File: src/rtl/interrupt_unit_pkg.sv
// Shared processor definitions for the interrupt sequencer: state encoding,
// PC width, default vector and the state-to-strobe decode.
package interrupt_unit_pkg;

  localparam int PC_W = 32;
  localparam logic [PC_W-1:0] DEFAULT_VECTOR = 32'd12;

  typedef enum logic [2:0] {
    ST_IDLE     = 3'd0,
    ST_DRAIN    = 3'd1,
    ST_PUSH_PC  = 3'd2,
    ST_PUSH_FLG = 3'd3,
    ST_VECTOR   = 3'd4,
    ST_SERVICE  = 3'd5
  } state_e;

  typedef struct packed {
    logic fetch_hold;
    logic flush;
    logic push_pc;
    logic push_flags;
    logic pc_select_int;
    logic int_ack;
    logic in_service;
  } ctrl_t;

  // Moore decode: every pipeline strobe is a pure function of the state.
  function automatic ctrl_t decode_ctrl(input state_e s);
    ctrl_t c;
    c = '0;
    case (s)
      ST_DRAIN: c.fetch_hold = 1'b1;
      ST_PUSH_PC: begin
        c.fetch_hold = 1'b1;
        c.flush      = 1'b1;
        c.push_pc    = 1'b1;
      end
      ST_PUSH_FLG: begin
        c.fetch_hold = 1'b1;
        c.flush      = 1'b1;
        c.push_flags = 1'b1;
      end
      ST_VECTOR: begin
        c.pc_select_int = 1'b1;
        c.int_ack       = 1'b1;
        c.flush         = 1'b1;
      end
      ST_SERVICE: c.in_service = 1'b1;
      default: ;
    endcase
    return c;
  endfunction

endpackage

File: src/rtl/interrupt_unit_edge_detect.sv
// Rising-edge detector for an asynchronous-level external pin already in the
// clk domain; reusable for any level-sensitive request line.
module int_edge_detect (
  input  logic clk,
  input  logic rst,
  input  logic pin_i,
  output logic rise_o
);

  logic pin_q;

  always_ff @(posedge clk) begin
    if (rst) pin_q <= 1'b0;
    else     pin_q <= pin_i;
  end

  assign rise_o = pin_i & ~pin_q;

endmodule

File: src/rtl/interrupt_unit.sv
// Interrupt entry/return sequencer: drain, push epc, push flags, vector, serve.
// Optional macro INT_PENDING_EN latches one request arriving while busy.
module interrupt_unit
  import interrupt_unit_pkg::*;
#(
  parameter int              DRAIN_CYCLES = 3,
  parameter logic [PC_W-1:0] VECTOR_ADDR  = DEFAULT_VECTOR
) (
  input  logic            clk,
  input  logic            rst,
  input  logic            int_req,
  input  logic [PC_W-1:0] pc_in,
  input  logic            redirect_valid,
  input  logic [PC_W-1:0] redirect_pc,
  input  logic            ret_int,
  output logic            fetch_hold,
  output logic            flush,
  output logic            push_pc,
  output logic            push_flags,
  output logic            pc_select_int,
  output logic [PC_W-1:0] vector_addr,
  output logic [PC_W-1:0] epc,
  output logic            int_ack,
  output logic            in_service,
  output state_e          dbg_state
);

  localparam logic [3:0] CNT_LOAD = 4'(DRAIN_CYCLES - 1);

  logic            rise;
  state_e          state_q, state_d;
  logic [3:0]      cnt_q, cnt_d;
  logic [PC_W-1:0] epc_q, epc_d;
  ctrl_t           ctrl_q;

  int_edge_detect u_edge (
    .clk    (clk),
    .rst    (rst),
    .pin_i  (int_req),
    .rise_o (rise)
  );

`ifdef INT_PENDING_EN
  logic pend_q, pend_d;
`endif

  always_comb begin
    state_d = state_q;
    cnt_d   = cnt_q;
    epc_d   = epc_q;
`ifdef INT_PENDING_EN
    pend_d  = pend_q;
    if (rise && state_q != ST_IDLE) pend_d = 1'b1;
`endif
    case (state_q)
      ST_IDLE: begin
        if (rise) begin
          state_d = ST_DRAIN;
          epc_d   = pc_in;
          cnt_d   = CNT_LOAD;
        end
      end
      ST_DRAIN: begin
        // A late redirect replaces the return address: it is where fetch would have gone.
        if (redirect_valid) epc_d = redirect_pc;
        if (cnt_q == 4'd0) state_d = ST_PUSH_PC;
        else               cnt_d   = cnt_q - 4'd1;
      end
      ST_PUSH_PC:  state_d = ST_PUSH_FLG;
      ST_PUSH_FLG: state_d = ST_VECTOR;
      ST_VECTOR:   state_d = ST_SERVICE;
      ST_SERVICE: begin
        if (ret_int) begin
`ifdef INT_PENDING_EN
          // A rise coinciding with ret_int is treated as already pending.
          if (pend_q || rise) begin
            state_d = ST_DRAIN;
            epc_d   = pc_in;
            cnt_d   = CNT_LOAD;
            pend_d  = 1'b0;
          end else begin
            state_d = ST_IDLE;
          end
`else
          state_d = ST_IDLE;
`endif
        end
      end
      default: state_d = ST_IDLE;
    endcase
  end

  always_ff @(posedge clk) begin
    if (rst) begin
      state_q <= ST_IDLE;
      cnt_q   <= 4'd0;
      epc_q   <= '0;
      ctrl_q  <= '0;
`ifdef INT_PENDING_EN
      pend_q  <= 1'b0;
`endif
    end else begin
      state_q <= state_d;
      cnt_q   <= cnt_d;
      epc_q   <= epc_d;
      ctrl_q  <= decode_ctrl(state_d);
`ifdef INT_PENDING_EN
      pend_q  <= pend_d;
`endif
    end
  end

  assign fetch_hold    = ctrl_q.fetch_hold;
  assign flush         = ctrl_q.flush;
  assign push_pc       = ctrl_q.push_pc;
  assign push_flags    = ctrl_q.push_flags;
  assign pc_select_int = ctrl_q.pc_select_int;
  assign int_ack       = ctrl_q.int_ack;
  assign in_service    = ctrl_q.in_service;
  assign vector_addr   = VECTOR_ADDR;
  assign epc           = epc_q;
  assign dbg_state     = state_q;

endmodule

File: config.mk
export PLATFORM = sky130hd
export DESIGN_NAME = interrupt_unit
export DESIGN_NICKNAME = d
export VERILOG_FILES = /design/src/rtl/interrupt_unit_pkg.sv /design/src/rtl/interrupt_unit_edge_detect.sv /design/src/rtl/interrupt_unit.sv
export SDC_FILE = /design/constraint.sdc
export NUM_CORES = 1
export LEC_CHECK = 0
export ABC_AREA = 1
export BUFFER_PORTS_ARGS = -buffer_cell sky130_fd_sc_hd__buf_2
export CORE_MARGIN = 2
export CORE_UTILIZATION = 47
export CTS_CLUSTER_DIAMETER = 60
export DETAILED_ROUTE_END_ITERATION = 8
export HOLD_SLACK_MARGIN = 0.06
export PLACE_DENSITY = 0.91
export SYNTH_ARGS = -nofsm -noshare
export SYNTH_HDL_FRONTEND = slang
export SYNTH_SLANG_ARGS = --single-unit
File: constraint.sdc
create_clock -name clk -period 3.5 [get_ports clk]
set_input_delay 1.05 -clock clk [delete_from_list [all_inputs] [get_ports clk]]
set_output_delay 1.05 -clock clk [all_outputs]
set_load 0.1 [all_outputs]
==> results.txt <==
The maximum buffer depth of the clock tree came out at 2. The number of detailed-route iterations in the first pass came out at 4. The synthesized netlist devotes between 30% and 40% of its cell area to simple gates. The average vias per placed instance is ~4.4. The detail-routed net length per standard cell came out at 9.77 um. The area fraction of the dominant cell type after synthesis came out at between 30% and 40%. The count of clock tree sinks is 46. For the worst setup path, the data required time is 2450 ps.

The timing-limited maximum frequency is 437 MHz. The max-slew violation count is 0. The count of buffering cells on the critical path with inverters included is 1. The largest fanout on the critical path is 5.

The final-report setup violation count came out at 0. In this run the power density over the cells is between 1000 and 1500 mW/mm^2. The number of buffers added to fix hold violations after cts is 0. The average instance in the mapped netlist occupies 6.93 um^2.

The H-tree was split into 2 levels. The final wirelength came out at 5080 um. Once placement completed, the tool counted placed cells totaling 512.

The leakage power summed over all cells is between 1.5 and 2 nW. STA classifies the critical path endpoint as a primary output. The synthesized area is approximately 0.0024 mm^2. The min-delay analysis places its worst path in the category reg -> reg.

STA classifies the critical path startpoint as a flip-flop. The post-synthesis share of cell area spent on full adders, half adders and majority gates is a little over 1%. The number of nets in the finished design came out at 520.

The total of fill cells in the finished design came out at 497. The complex-gate fraction of the synthesized area is roughly 8.6%. The fraction of synthesized area in multiplexers came out at 0%. The full die area came out at 0.00575 mm^2.

The tool flagged a number of max-cap violations equal to 0. Setup repair after global routing left no endpoint under its margin. The synthesized netlist devotes 0% of its cell area to XOR and XNOR gates. 0 antenna diodes ended up in the layout. The final estimated routing congestion in global placement is 0.859.

The layout cell share with drive strength beyond 1 came out at 34.4%. The count of mapped cells out of synthesis came out at 350. The critical path is of the reg -> out type.

In this run, CTS created clock tree buffers numbering 5. The I/O pin total came out at 143. The overall die height came out at around 76 um. Summing all flip-flop and latch instances after layout gives about 920 um^2. The library cell used most frequently in the layout, excluding fill and tap cells, is buf_2.

In this run the remaining antenna-violating nets after routing total 0. At the pin with the least slew margin, the transition time is 1070 ps. In the post-synthesis netlist, the biggest area contributors are dfxtp_1 38%, nand2_1 17%, buf_4 11%. The flow ran to the end, and the final reports show no timing, DRC or antenna violations. The width of the die is 75.8 um. The core footprint came out at slightly above 0.005 mm^2. The sequential cell area fraction in the yosys report came out at between 30% and 40%. The via count of the first global-routing pass is 1891. Clock latency on the worst-skew pair, taken at its later pin, is 300 ps. The number of buffers inserted to repair setup after CTS is 0.

Entering global routing, the biggest net connects 35 pins. Across the routed clock network, the largest skew measured is ~10 ps. The initial utilization of the core area, before any placement, comes to roughly half. The final number of hold-violating endpoints was 0. The synthesized design spends more area on one cell type than any other, namely dfxtp_1. The library cell contributing the largest single delay on the critical path is buf_2. The total negative slack for setup checks came out at 0 ps. In the final layout, the multi-input gates occupy ~0.0012 mm^2. Port buffering added 110 buffers.

Detailed placement ended at an HPWL of 3690 um. The clock tree root buffer cell is clkbuf_8. The area growth from synthesis to layout is 19.8%.

The detailed-route DRC error count came out at 0. For this run, the number of Yosys warnings is 0. The total power of the final layout is 2.96 mW.

The combined global-route utilization of all metal layers is 17.1%. The routed layout has 2308 vias. In the layout the commonest cells are 110 x buf_2, 109 x nand2_1, 49 x nor2_1. The initial antenna violation count is 0. After floorplanning, the core was divided into 26 placement rows. After layout, the worst path uses 65.4% of the clock period. The post-CTS resize count came out at 0. The time the final worst path needs with I/O delays and setup is 2290 ps. Excluding fillers, the count of instances in the completed layout stands at 520. The delay contributed by the slowest stage of the critical path came out at 480 ps. The clock-pin slew reported for the worst setup and hold paths after clock tree synthesis is 90 ps. By area, the combinational part of the netlist is dominated by simple AND/OR/NAND/NOR gates. For this block, the initial DRC count from the detailed router was 76. The cell family contributing the most delay on the critical path is buffers and inverters. The number of register bits inferred by synthesis is 46. The first global-routing pass estimated 7920 um of wire. The total global routing overflow is 0. Across the VDD grid, the largest voltage drop is 569 uV.

In this run the tightest slew margin relative to its limit is 28.3%. Walking the worst path, the cells encountered are buf_2. TritonCTS built the clock tree. Data arrives at the worst endpoint at 1240 ps. The number of distinct standard cells referenced by the synthesized netlist came out at 22.
## where the power goes
| group | internal, mW | leakage, nW | switching (mW) |
|---|---|---|---|
| registers | 0.669 | 0.380 | 0.0766 |
| logic | 0.308 | 1.20 | 1.59 |
| clock network | 0.140 | 0.0441 | 0.176 |
| total | 1.12 | 1.62 | 1.84 |
## synth_stat cells
library cell / count
a21oi_1: 6
buf_2: 3
buf_4: 36
buf_6: 6
clkbuf_1: 4
conb_1: 2
dfxtp_1: 46
ha_1: 2
inv_1: 8
inv_2: 1
inv_4: 1
nand2_1: 109
nand2_2: 1
nand2_4: 1
nand3_1: 6
nor2_1: 49
nor2_2: 31
nor2_4: 1
nor3_1: 2
o21a_1: 1
o21ai_0: 22
o21ai_1: 12
## metrics by stage
step           worst slack [ps]  hold slack, ps  area [um^2]  util (%)
2_1_floorplan              1090             475         2540         -
3_3_place_gp               1170             474         2820      55.8
5_1_grt                    1160             529         2910      57.6
3_5_place_dp               1060             483         2820      55.8
4_1_cts                    1200             506         2910      57.6
6_report                   1210             500         2910      57.6
## sequential cells by signal, summed over array words and instances, names as in the netlist
name and count:
epc 32, push_flags 1, cnt_q 4, flush 1, fetch_hold 1, in_service 1
pc_select_int 1, u_edge.pin_q 1, dbg_state 3, push_pc 1
## area by class of cell
cell class	instances	area share, %
multi-input cells	275	41.6
flip-flops and latches	46	31.7
repair buffers	111	19.2
well taps	70	3.01
clock buffers	5	2.37
inverters	10	1.38
clock inverters	3	0.732
## logic make-up (layout without fill, tap and decap cells)
kind of cell               after synthesis  after routing
buffers and inverters                   59            129
other                                    2             32
DFF                                     46             46
AOI/OAI and AO/OA                       41             41
and+or+nand+nor                        200            200
adders and majority gates                2              2
## worst paths after layout
path                            from              endpoint  slack [ps]  cells past startpoint
max          dbg_state[2]$_SDFF_PP0_          dbg_state[2]        1210                      1
min             epc[19]$_SDFFE_PP0P_  epc[19]$_SDFFE_PP0P_         500                      2
max reg2reg  dbg_state[2]$_SDFF_PP0_  epc[17]$_SDFFE_PP0P_        1660                      6
min reg2reg     epc[19]$_SDFFE_PP0P_  epc[19]$_SDFFE_PP0P_         500                      2
## layer usage
metal	track usage [%]	part of all wire [%]
met3	4.10	6.3
met4	3.31	0.43
met2	30.4	49
met5	0	0
met1	21.0	44
Power figures use the tool's default switching activity.
